==> src/rtl/hps_result_reader_if.sv <==
// HPS read bus between the bridge (master) and the result reader (slave).
// One word is requested per cycle the request is high; data returns one cycle later.
interface hps_result_reader_if #(
    parameter int DATA_WIDTH = 32,
    parameter int IDX_WIDTH  = 5
);
    logic                  hps_rd_req_i;
    logic [IDX_WIDTH-1:0]  hps_rd_index_i;
    logic [DATA_WIDTH-1:0] hps_rd_data_o;
    logic                  hps_rd_valid_o;

    modport master (
        output hps_rd_req_i,
        output hps_rd_index_i,
        input  hps_rd_data_o,
        input  hps_rd_valid_o
    );

    modport slave (
        input  hps_rd_req_i,
        input  hps_rd_index_i,
        output hps_rd_data_o,
        output hps_rd_valid_o
    );
endinterface

==> src/rtl/hps_result_reader.sv <==
// Readout side of the HPS/accelerator link: counts fully-connected hold edges,
// snapshots the logits, finds their argmax serially and serves the snapshot
// to the HPS over a registered read port.
module hps_result_reader #(
    parameter int DATA_WIDTH        = 32,
    parameter int N_NEURONS         = 10,
    parameter int N_OUTPUTS_LAYER_1 = 75,
    parameter int SETTLE_CYCLES     = 4,
    parameter int IDX_WIDTH         = 5
) (
    input  logic                               system_clock,
    input  logic                               global_reset,
    input  logic                               start_i,
    input  logic                               hold_data_fc_i,
    input  logic signed [DATA_WIDTH-1:0]       logits_i [N_NEURONS],
    hps_result_reader_if.slave                 hps,
    input  logic                               hps_release_i,
    output logic                               result_ready_o,
    output logic [$clog2(N_NEURONS)-1:0]       argmax_o,
    output logic                               busy_o,
    output logic                               next_input_o
);
    localparam int AW = $clog2(N_NEURONS);
    localparam int CW = $clog2(N_OUTPUTS_LAYER_1 + 1);
    localparam int SW = $clog2(SETTLE_CYCLES + 2);

    typedef enum logic [2:0] {
        S_IDLE, S_COUNT, S_SETTLE, S_LATCH, S_ARGMAX, S_READY, S_DONE
    } state_t;

    state_t                       state_reg;
    logic [CW-1:0]                hold_cnt_reg;
    logic [SW-1:0]                settle_cnt_reg;
    logic                         edge_reg;
    logic [AW-1:0]                k_reg;
    logic [AW-1:0]                best_idx_reg;
    logic signed [DATA_WIDTH-1:0] best_reg;
    logic signed [DATA_WIDTH-1:0] snapshot_reg [N_NEURONS];

    logic                         cand_gt;
    logic [DATA_WIDTH-1:0]        rd_word_next;
    logic [7:0]                   hold_sat;

    // Snapshot registers: each word loads its logit during the single LATCH cycle
    generate
        for (genvar gi = 0; gi < N_NEURONS; gi++) begin : g_snap
            // Capture logit gi in LATCH, otherwise hold the previous image
            always_ff @(posedge system_clock or posedge global_reset) begin
                if (global_reset)
                    snapshot_reg[gi] <= '0;
                else if (state_reg == S_LATCH)
                    snapshot_reg[gi] <= logits_i[gi];
            end
        end
    endgenerate

    // Signed strictly-greater test of the current candidate; ties keep the lower index
    always_comb begin
        cand_gt = snapshot_reg[k_reg] > best_reg;
    end

    // Control FSM with registered status outputs and the serial argmax datapath
    always_ff @(posedge system_clock or posedge global_reset) begin
        if (global_reset) begin
            state_reg      <= S_IDLE;
            hold_cnt_reg   <= '0;
            settle_cnt_reg <= '0;
            edge_reg       <= 1'b0;
            k_reg          <= '0;
            best_idx_reg   <= '0;
            best_reg       <= '0;
            result_ready_o <= 1'b0;
            argmax_o       <= '0;
            busy_o         <= 1'b0;
            next_input_o   <= 1'b0;
        end else begin
            edge_reg     <= hold_data_fc_i;
            next_input_o <= 1'b0;
            case (state_reg)
                S_IDLE: begin
                    if (start_i) begin
                        state_reg    <= S_COUNT;
                        hold_cnt_reg <= '0;
                        edge_reg     <= 1'b0;
                        busy_o       <= 1'b1;
                    end
                end
                S_COUNT: begin
                    // The full count is acted on one cycle after it is reached
                    if (hold_cnt_reg == CW'(N_OUTPUTS_LAYER_1)) begin
                        state_reg      <= S_SETTLE;
                        settle_cnt_reg <= SW'(SETTLE_CYCLES);
                    end else if (hold_data_fc_i && !edge_reg) begin
                        hold_cnt_reg <= hold_cnt_reg + 1'b1;
                    end
                end
                S_SETTLE: begin
                    if (settle_cnt_reg <= SW'(1)) begin
                        settle_cnt_reg <= '0;
                        state_reg      <= S_LATCH;
                        busy_o         <= 1'b0;
                    end else begin
                        settle_cnt_reg <= settle_cnt_reg - 1'b1;
                    end
                end
                S_LATCH: begin
                    // best starts as logit 0, which is what snapshot[0] receives now
                    best_reg     <= logits_i[0];
                    best_idx_reg <= '0;
                    k_reg        <= AW'(1);
                    state_reg    <= S_ARGMAX;
                    busy_o       <= 1'b1;
                end
                S_ARGMAX: begin
                    if (cand_gt) begin
                        best_reg     <= snapshot_reg[k_reg];
                        best_idx_reg <= k_reg;
                    end
                    if (k_reg == AW'(N_NEURONS - 1)) begin
                        state_reg      <= S_READY;
                        busy_o         <= 1'b0;
                        result_ready_o <= 1'b1;
                        argmax_o       <= cand_gt ? k_reg : best_idx_reg;
                    end else begin
                        k_reg <= k_reg + 1'b1;
                    end
                end
                S_READY: begin
                    if (hps_release_i) begin
                        state_reg      <= S_DONE;
                        result_ready_o <= 1'b0;
                        next_input_o   <= 1'b1;
                    end
                end
                S_DONE: begin
                    state_reg <= S_IDLE;
                end
                default: state_reg <= S_IDLE;
            endcase
        end
    end

    // Read map decode: snapshot words, argmax, status, zero elsewhere
    always_comb begin
        rd_word_next = '0;
        hold_sat     = (32'(hold_cnt_reg) > 32'd255) ? 8'hFF : 8'(hold_cnt_reg);
        for (int n = 0; n < N_NEURONS; n++) begin
            if (int'(hps.hps_rd_index_i) == n)
                rd_word_next = snapshot_reg[n];
        end
        if (int'(hps.hps_rd_index_i) == N_NEURONS) begin
            rd_word_next = DATA_WIDTH'(argmax_o);
        end else if (int'(hps.hps_rd_index_i) == N_NEURONS + 1) begin
            rd_word_next[0]    = result_ready_o;
            rd_word_next[1]    = busy_o;
            rd_word_next[15:8] = hold_sat;
        end
    end

    // Registered read port: one valid word per request, one cycle later
    always_ff @(posedge system_clock or posedge global_reset) begin
        if (global_reset) begin
            hps.hps_rd_data_o  <= '0;
            hps.hps_rd_valid_o <= 1'b0;
        end else begin
            hps.hps_rd_valid_o <= hps.hps_rd_req_i;
            if (hps.hps_rd_req_i)
                hps.hps_rd_data_o <= rd_word_next;
        end
    end
endmodule

==> src/flat_wrapper.sv <==
// flat-port wrapper written by rule: the top's interface ports become plain ports
module hps_result_reader_flat 
#(
    parameter int DATA_WIDTH        = 32,
    parameter int N_NEURONS         = 10,
    parameter int N_OUTPUTS_LAYER_1 = 75,
    parameter int SETTLE_CYCLES     = 4,
    parameter int IDX_WIDTH         = 5
)
  (system_clock, global_reset, start_i, hold_data_fc_i, logits_i, hps_release_i, result_ready_o, argmax_o, busy_o, next_input_o, hps_hps_rd_req_i, hps_hps_rd_index_i, hps_hps_rd_data_o, hps_hps_rd_valid_o);
  hps_result_reader_if #(.DATA_WIDTH(DATA_WIDTH), .IDX_WIDTH(IDX_WIDTH)) hps_i ();
  input  logic system_clock;
  input  logic global_reset;
  input  logic start_i;
  input  logic hold_data_fc_i;
  input  logic signed [DATA_WIDTH-1:0] logits_i[N_NEURONS];
  input  logic hps_release_i;
  output logic result_ready_o;
  output logic [$clog2(N_NEURONS)-1:0] argmax_o;
  output logic busy_o;
  output logic next_input_o;
  input wire logic [$bits(hps_i.hps_rd_req_i)-1:0] hps_hps_rd_req_i;
  input wire logic [$bits(hps_i.hps_rd_index_i)-1:0] hps_hps_rd_index_i;
  output wire logic [$bits(hps_i.hps_rd_data_o)-1:0] hps_hps_rd_data_o;
  output wire logic [$bits(hps_i.hps_rd_valid_o)-1:0] hps_hps_rd_valid_o;
  assign hps_i.hps_rd_req_i = hps_hps_rd_req_i;
  assign hps_i.hps_rd_index_i = hps_hps_rd_index_i;
  assign hps_hps_rd_data_o = hps_i.hps_rd_data_o;
  assign hps_hps_rd_valid_o = hps_i.hps_rd_valid_o;
  hps_result_reader #(.DATA_WIDTH(DATA_WIDTH), .N_NEURONS(N_NEURONS), .N_OUTPUTS_LAYER_1(N_OUTPUTS_LAYER_1), .SETTLE_CYCLES(SETTLE_CYCLES), .IDX_WIDTH(IDX_WIDTH)) u_core (.system_clock(system_clock), .global_reset(global_reset), .start_i(start_i), .hold_data_fc_i(hold_data_fc_i), .logits_i(logits_i), .hps(hps_i), .hps_release_i(hps_release_i), .result_ready_o(result_ready_o), .argmax_o(argmax_o), .busy_o(busy_o), .next_input_o(next_input_o));
endmodule
==> config.mk <==
export PLATFORM = sky130hd
export DESIGN_NAME = hps_result_reader_flat
export DESIGN_NICKNAME = d
export VERILOG_FILES = /design/src/rtl/hps_result_reader_if.sv /design/src/rtl/hps_result_reader.sv /design/src/flat_wrapper.sv
export SDC_FILE = /design/constraint.sdc
export NUM_CORES = 1
export LEC_CHECK = 0
export ABC_AREA = 1
export BUFFER_PORTS_ARGS = -buffer_cell sky130_fd_sc_hd__buf_2
export CORE_UTILIZATION = 45
export CTS_CLUSTER_DIAMETER = 100
export DETAILED_ROUTE_END_ITERATION = 8
export GPL_TIMING_DRIVEN = 0
export PLACE_DENSITY = 0.66
export SETUP_SLACK_MARGIN = 0.5
export SLEW_MARGIN = 20
export SYNTH_ARGS = -nofsm -noshare
export SYNTH_HDL_FRONTEND = slang
export SYNTH_SLANG_ARGS = --single-unit
==> constraint.sdc <==
create_clock -name system_clock -period 17.6 [get_ports system_clock]
set_clock_uncertainty 0.05 [all_clocks]
set_input_delay 3.52 -clock system_clock [delete_from_list [all_inputs] [get_ports system_clock]]
set_output_delay 3.52 -clock system_clock [all_outputs]
set_load 0.05 [all_outputs]
==> results_tabular.tex, run 1 <==
\begin{tabular}{lr}
\hline
Metric & Value \\
\hline
\multicolumn{2}{l}{\textbf{Routing}} \\
Final antenna-violating net count & 0 \\
Detailed-routed wire length on met3 & 11.3 mm \\
DRC violation total after the first TritonRoute iteration & 3375 \\
Wl on met1 & 44.2 mm \\
Routed vias & 24706 \\
Highest layer used for signal routing & met5 \\
Aggregate routed wire length & 111 mm \\
Via density per instance & 5.87 \\
First drt pass iteration count & 6 \\
Detail Route met2 WL & 48.3 mm \\
Per-cell routed wire length & 26.3 um \\
Number of DRC violations after detailed routing & 0 \\
\multicolumn{2}{l}{\textbf{Placement}} \\
Routability Congestion & 1.04 \\
Placed insts & 4115 \\
Worst slack at placement & 11.51 ns \\
Number of buffers added on ports & 370 \\
HPWL after DPL & 87.0 mm \\
Post-place instance area & 25500 um\^{}2 \\
\multicolumn{2}{l}{\textbf{Floorplan}} \\
Area of the die & 51200 um\^{}2 \\
Initial Util & 46.0\% \\
Die Width & 226 um \\
Core Region & 49300 um\^{}2 \\
Number of primary I/O pins & 371 \\
Number of standard-cell rows in the floorplan & 81 \\
Chip height & 226 um \\
\multicolumn{2}{l}{\textbf{Yosys}} \\
Cell types with the largest area share after synthesis & sky130\_fd\_sc\_hd\_\_dfrtp\_1 46\%, sky130\_fd\_sc\_hd\_\_nand2\_1 19\%, sky130\_fd\_sc\_hd\_\_o21ai\_0 6.8\%, sky130\_fd\_sc\_hd\_\_a21oi\_1 4.8\%, sky130\_fd\_sc\_hd\_\_inv\_1 4.1\% \\
Number of warnings issued by yosys & 0 \\
Netlist cell types & 49 \\
Cell type contributing the most total cell area after synthesis & sky130\_fd\_sc\_hd\_\_dfrtp\_1 \\
Average cell area after synthesis & 7.36 um\^{}2 \\
Number of instances in the synthesized netlist & 3077 \\
Async set-reset flop share out of synthesis & 100\% \\
Mapped Area & 22600 um\^{}2 \\
Portion of synthesized cell area occupied by the leading cell type & 45.7\% \\
Top FF cell, synth & sky130\_fd\_sc\_hd\_\_dfrtp\_1 \\
Number of enable-type register cells in the synthesized netlist & 0 \\
Seq cells post-synth & 414 \\
Leading post-synthesis cells by instance count & 1125 x sky130\_fd\_sc\_hd\_\_nand2\_1, 414 x sky130\_fd\_sc\_hd\_\_dfrtp\_1, 307 x sky130\_fd\_sc\_hd\_\_o21ai\_0 \\
Post-synthesis sequential area ratio & 45.7\% \\
Most instantiated library cell after synthesis & sky130\_fd\_sc\_hd\_\_nand2\_1 \\
Syn nets & 3445 \\
\multicolumn{2}{l}{\textbf{Cells and area}} \\
Area of all sequential standard cells & 10400 um\^{}2 \\
Proportion of layout cells with a drive suffix above 1 & 17.9\% \\
Total non-filler cell area in the finished layout & 27200 um\^{}2 \\
Post-Route Utilization & 55.2\% \\
Area used by multi-input combinational logic & 10300 um\^{}2 \\
Relative area change from synthesis to final layout & 20.0\% \\
Net count of the finished layout & 3869 \\
Number of filler instances in the final layout & 4858 \\
Number of standard cells in the layout, taps in and fillers out & 4206 \\
Flip-flop count of the largest register after layout & 320 \\
\multicolumn{2}{l}{\textbf{Setup path}} \\
CP max stage delay & 0.80 ns \\
Top cell by count, worst path & sky130\_fd\_sc\_hd\_\_nand2\_1 \\
Startpoint kind of the worst setup timing path & input pin \\
Worst R2R Path Depth & 22 \\
Worst-path cell chain & buf\_2 > nor2\_4 > nand2\_2 > nor2\_2 > inv\_2 > clkbuf\_1 > nor2\_1 > nor3\_1 > nand4\_1 > nand2\_1 > nand2\_1 \\
Reg2reg end & u\_core.best\_reg[10] \\
Start point of the critical path & hps\_hps\_rd\_index\_i[1] \\
CP Capture Point & u\_core.hps.hps\_rd\_data\_o[13] \\
Critical path peak fanout & 10 \\
Nature of the critical path endpoint & flip-flop \\
Startpoint of the lowest-slack register-to-register path & u\_core.k\_reg[1] \\
Slowest-stage cell, CP & sky130\_fd\_sc\_hd\_\_nor3\_1 \\
Setup CP Type & in2reg \\
R2R Setup Slk & 13.06 ns \\
Worst EP arrival & 6.16 ns \\
Required time of the worst setup path & 18.05 ns \\
\multicolumn{2}{l}{\textbf{CTS}} \\
Worst-path clk slew & 0.06 ns \\
Insertion delay of the later-clocked pin in the worst-skew pair & 0.61 ns \\
Clock tree from TritonCTS & done \\
Number of clock sinks & 414 \\
Number of buffers on the longest clock path & 3 \\
Number of levels the H-tree was split into & 2 \\
CTS resizes & 0 \\
Post-CTS Setup Bufs & 0 \\
Count of hold buffers inserted by post-cts repair & 0 \\
Clk Tree Root Cell & sky130\_fd\_sc\_hd\_\_clkbuf\_16 \\
Total CTS buffers & 48 \\
\multicolumn{2}{l}{\textbf{Global routing}} \\
Gr usage total & 43.4\% \\
Antenna violations before repair & 5 \\
Wire length of the first global-routing pass & 158 mm \\
Via count of the first global-routing pass & 23928 \\
Gr ovfl total & 0 \\
Maximum number of pins on one net before global-route repair & 106 \\
\multicolumn{2}{l}{\textbf{Pwr}} \\
Total design power & 5.58 mW \\
Largest voltage drop on the vdd net & 0.109 mV \\
Leak pwr & 13.9 nW \\
Power density over the cells & 205 nW/um\^{}2 \\
\multicolumn{2}{l}{\textbf{Timing}} \\
Final Hold Fails & 0 \\
Total of endpoints with negative setup slack in the final report & 0 \\
Worst path setup slack after routing & 11.89 ns \\
Final Max Tran Viols & 0 \\
Min Clock Period, post-route & 5.71 ns \\
Max frequency & 175 MHz \\
Part of the cycle the worst path needs & 32.4\% \\
RSZ-0062 raised after global routing & no \\
Relative slew slack & 27.2\% \\
Transition time at the pin with the least slew margin & 1.09 ns \\
Final-layout setup total negative slack & 0 ns \\
Min Hold Slack & 0.423 ns \\
\multicolumn{2}{l}{\textbf{Min path}} \\
Class of the most critical hold timing path & reg2reg \\
Worst Hold Launch & u\_core.hps.hps\_rd\_data\_o[18] \\
\multicolumn{2}{l}{\textbf{Run}} \\
Number of maximum-capacitance violations & 0 \\
\multicolumn{2}{l}{\textbf{Run status}} \\
Outcome & complete, no violations \\
\hline
\end{tabular}
[logic make-up (layout without fill, tap and decap cells)]
family / after synthesis / in the layout / synth area share [%]
flip-flops: 414 / 414 / 45.7
adder cells (fa/ha/maj): 37 / 37 / 2.04
XOR/XNOR: 2 / 2 / 0.0774
other: 0 / 3 / 0
multiplexers: 22 / 22 / 0.972
AO/OA/AOI/OAI: 653 / 653 / 15.2
AND/OR/NAND/NOR: 1488 / 1488 / 27.2
buffers and inverters: 461 / 923 / 8.73
[how the worst min path moves through the flow]
stage	endpoint	cells after the start
2_1_floorplan	u_core.best_idx_reg[0]	2
3_3_place_gp	u_core.best_idx_reg[2]	2
3_5_place_dp	u_core.hps.hps_rd_data_o[18]	2
4_1_cts	u_core.hps.hps_rd_data_o[18]	2
5_1_grt	u_core.hps.hps_rd_data_o[12]	2
6_report	u_core.hps.hps_rd_data_o[18]	2
[per-layer routing]
layer | vias up | track usage [%]
met1 | 12036 | 57.3
met2 | 1558 | 66.0
met4 | 4 | 24.4
met3 | 320 | 9.11
li1 | 10788 | -
met5 | - | 0
[critical path, delay by kind of cell]
family / cells / cell delay, ns
simple gates: 8 / 1.81
buf+inv: 3 / 0.80
[where the power goes]
part | switching (mW) | total, mW | internal, mW | leakage, nW
combinational | 1.95 | 2.71 | 0.768 | 7.97
sequential | 0.369 | 1.76 | 1.39 | 5.14
clock | 0.446 | 1.10 | 0.658 | 0.842
total | 2.76 | 5.58 | 2.82 | 13.9
[layout by cell type (no fill, tap or decap), drive strengths merged, types with 10 or more instances in the layout]
| cell | netlist | routed |
|---|---|---|
| a21oi | 216 | 216 |
| buf | 113 | 487 |
| clkbuf | 79 | 146 |
| clkinv | 1 | 11 |
| dfrtp | 414 | 414 |
| ha | 37 | 37 |
| inv | 268 | 270 |
| mux2i | 22 | 22 |
| nand2 | 1133 | 1133 |
| nand3 | 180 | 180 |
| nand3b | 10 | 10 |
| nand4 | 30 | 30 |
| nor2 | 116 | 116 |
| nor3 | 14 | 14 |
| o211ai | 42 | 42 |
| o21ai | 373 | 373 |
[layout make-up]
class,instances,area share (%)
plain buffers,192,3.56
flip-flops and latches,414,38.1
multi-input cells,2202,37.9
well taps,664,3.06
repair buffers,374,7.22
clock buffers,67,5.12
clock inverters,21,1.19
diodes,3,0.0276
inverters,269,3.75
Note: power is estimated with default switching activity, not from simulation.
==> run 2: changes to the inputs <==
- PLACE_DENSITY: 0.66 -> 0.69
- clock period: 17.6 -> 5.23 ns (I/O delays scaled with it)
==> results_tabular.tex, run 2 (synthesized netlist as in run 1, its figures left out) <==
\begin{tabular}{lr}
\hline
Metric & Value \\
\hline
\multicolumn{2}{l}{\textbf{Cells and area}} \\
Proportion of layout cells with a drive suffix above 1 & 18.0\% \\
Most common library cell in the layout ignoring fill and taps & sky130\_fd\_sc\_hd\_\_nand2\_1 \\
Net count of the finished layout & 3877 \\
Relative area change from synthesis to final layout & 20.1\% \\
Most used cells in the layout excluding fill and tap cells & 1125 x sky130\_fd\_sc\_hd\_\_nand2\_1, 452 x sky130\_fd\_sc\_hd\_\_buf\_2, 414 x sky130\_fd\_sc\_hd\_\_dfrtp\_1 \\
Flip-flop count of the largest register after layout & 320 \\
\multicolumn{2}{l}{\textbf{Timing}} \\
Min Clock Period, post-route & 4.37 ns \\
Transition time at the pin with the least slew margin & 1.34 ns \\
Worst path setup slack after routing & 0.858 ns \\
Relative slew slack & 10.4\% \\
Max frequency & 229 MHz \\
Part of the cycle the worst path needs & 83.6\% \\
Final Max Tran Viols & 0 \\
Final-layout setup total negative slack & 0 ns \\
Total of endpoints with negative setup slack in the final report & 0 \\
RSZ-0062 raised after global routing & no \\
Final Hold Fails & 0 \\
\multicolumn{2}{l}{\textbf{Floorplan}} \\
Number of primary I/O pins & 371 \\
Die Width & 226 um \\
Core Region & 49300 um\^{}2 \\
Initial Util & 46.0\% \\
Area of the die & 51200 um\^{}2 \\
Number of standard-cell rows in the floorplan & 81 \\
Chip height & 226 um \\
\multicolumn{2}{l}{\textbf{CTS}} \\
Count of hold buffers inserted by post-cts repair & 0 \\
Worst-path clk slew & 0.06 ns \\
Number of clock sinks & 414 \\
Clk Tree Root Cell & sky130\_fd\_sc\_hd\_\_clkbuf\_16 \\
Total CTS buffers & 46 \\
Number of buffers on the longest clock path & 3 \\
CTS resizes & 0 \\
Number of levels the H-tree was split into & 2 \\
Insertion delay of the later-clocked pin in the worst-skew pair & 0.61 ns \\
Clock tree from TritonCTS & done \\
Post-CTS Setup Bufs & 0 \\
\multicolumn{2}{l}{\textbf{Run status}} \\
Outcome & complete, no violations \\
\multicolumn{2}{l}{\textbf{Global routing}} \\
Gr ovfl total & 0 \\
Gr usage total & 41.1\% \\
Wire length of the first global-routing pass & 150 mm \\
Maximum number of pins on one net before global-route repair & 34 \\
Antenna violations before repair & 5 \\
Via count of the first global-routing pass & 22953 \\
\multicolumn{2}{l}{\textbf{Routing}} \\
Final antenna-violating net count & 0 \\
Number of DRC violations after detailed routing & 0 \\
Aggregate routed wire length & 105 mm \\
First drt pass iteration count & 6 \\
DRC violation total after the first TritonRoute iteration & 3214 \\
Routed vias & 24310 \\
Via density per instance & 5.77 \\
Per-cell routed wire length & 25.0 um \\
\multicolumn{2}{l}{\textbf{Setup path}} \\
Top cell by count, worst path & sky130\_fd\_sc\_hd\_\_nand2\_1 \\
Reg2reg end & u\_core.best\_reg[10] \\
CP delay by family, top & compound AO/OA/AOI/OAI gates \\
Startpoint of the lowest-slack register-to-register path & u\_core.k\_reg[1] \\
Buffers and inverters on the worst path & 4 \\
Setup CP Type & reg2reg \\
Startpoint kind of the worst setup timing path & flip-flop \\
Worst EP arrival & 4.86 ns \\
Critical path peak fanout & 10 \\
Slowest-stage cell, CP & sky130\_fd\_sc\_hd\_\_o21ai\_1 \\
Worst R2R Path Depth & 20 \\
CP max stage delay & 0.49 ns \\
Nature of the critical path endpoint & flip-flop \\
Worst-path cell chain & buf\_4 > inv\_2 > buf\_2 > o21ai\_0 > o211ai\_1 > nand3\_1 > o21ai\_1 > ha\_1 > a21oi\_1 > nand2\_1 > a21oi\_1 > nand2\_1 > nand2\_2 > nand2\_2 > nand2\_4 > nand3\_4 > nand2\_4 > buf\_6 > nand3\_1 > nand2\_1 \\
R2R Setup Slk & 0.86 ns \\
Required time of the worst setup path & 5.72 ns \\
\multicolumn{2}{l}{\textbf{Run}} \\
Number of maximum-capacitance violations & 0 \\
\multicolumn{2}{l}{\textbf{Pwr}} \\
Power density over the cells & 672 nW/um\^{}2 \\
Leak pwr & 14.0 nW \\
Largest voltage drop on the vdd net & 0.323 mV \\
Total design power & 18.3 mW \\
\multicolumn{2}{l}{\textbf{Placement}} \\
Routability Congestion & 1.06 \\
Number of buffers added on ports & 370 \\
HPWL after DPL & 82.9 mm \\
Worst slack at placement & 1.17 ns \\
\multicolumn{2}{l}{\textbf{Min path}} \\
Class of the most critical hold timing path & in2async \\
\hline
\end{tabular}
run 2: cell count changes in the layout (fill, tap and decap cells not counted), moves of 2 or more:
cell                        change
sky130_fd_sc_hd__clkbuf_2       -2
sky130_fd_sc_hd__inv_6          +3
sky130_fd_sc_hd__clkinv_2       +3
sky130_fd_sc_hd__buf_12        +13
sky130_fd_sc_hd__bufinv_16      -2
sky130_fd_sc_hd__clkbuf_8       -5
sky130_fd_sc_hd__buf_16         -3
run 2: worst max-delay path by stage:
stage | start | to | slack, ns | cells past startpoint
global route | u_core.k_reg[1] | u_core.best_reg[10] | 0.84 | 22
global placement | global_reset | u_core.snapshot_reg[42] | -4.02 | 2
floorplan | global_reset | u_core.argmax_o[0] | -1.45 | 1
CTS | u_core.k_reg[1] | u_core.best_reg[10] | 1.15 | 20
detailed placement | u_core.k_reg[1] | u_core.best_reg[10] | 1.17 | 20
finish | u_core.k_reg[1] | u_core.best_reg[10] | 0.86 | 20
run 2: per-layer routing:
metal / share of wire (%) / vias up / track usage, %
met5: 0.030 / - / 0
met4: 6.0 / 6 / 21.8
met3: 11 / 321 / 7.45
met2: 44 / 1549 / 62.9
met1: 39 / 11629 / 55.4
li1: - / 10805 / -
run 2: cell type report:
type                    count  area, um^2
flip-flops and latches    414       10400
plain buffers             192         966
repair buffers            384        2140
multi-input cells        2202       10300
fillers                  4978       22100
clock buffers              59        1290
diodes                      2        5.00
clock inverters            24         277
inverters                 269        1020
well taps                 664         831
run 2: where the power goes:
part / switching, mW / internal (mW) / total (mW) / leakage [nW]
logic: 6.30 / 2.59 / 8.89 / 8.04
clock network: 1.45 / 2.00 / 3.45 / 0.776
registers: 1.27 / 4.68 / 5.95 / 5.14
run 2: worst reg2reg max path, stage by stage, from the launching register on:
cell,delay [ns]
sky130_fd_sc_hd__dfrtp_1,0.38
sky130_fd_sc_hd__buf_4,0.20
sky130_fd_sc_hd__inv_2,0.19
sky130_fd_sc_hd__buf_2,0.35
sky130_fd_sc_hd__o21ai_0,0.15
sky130_fd_sc_hd__o211ai_1,0.41
sky130_fd_sc_hd__nand3_1,0.25
sky130_fd_sc_hd__o21ai_1,0.49
sky130_fd_sc_hd__ha_1,0.37
sky130_fd_sc_hd__a21oi_1,0.14
sky130_fd_sc_hd__nand2_1,0.07
sky130_fd_sc_hd__a21oi_1,0.20
sky130_fd_sc_hd__nand2_1,0.13
sky130_fd_sc_hd__nand2_2,0.11
sky130_fd_sc_hd__nand2_2,0.07
sky130_fd_sc_hd__nand2_4,0.12
sky130_fd_sc_hd__nand3_4,0.12
sky130_fd_sc_hd__nand2_4,0.13
sky130_fd_sc_hd__buf_6,0.17
sky130_fd_sc_hd__nand3_1,0.12
sky130_fd_sc_hd__nand2_1,0.08
run 2: metrics by stage:
stage | cells | hold WS, ns | utilization (%) | area, um^2
after detailed placement | 4125 | 0.409 | 52.0 | 25600
after global routing | 4208 | 0.443 | 55.2 | 27200
after CTS | 4208 | 0.427 | 55.2 | 27200
final | 4210 | 0.427 | 55.2 | 27200
after floorplan | 3077 | 0.399 | - | 22700
after global placement | 4111 | 0.411 | 51.4 | 25300
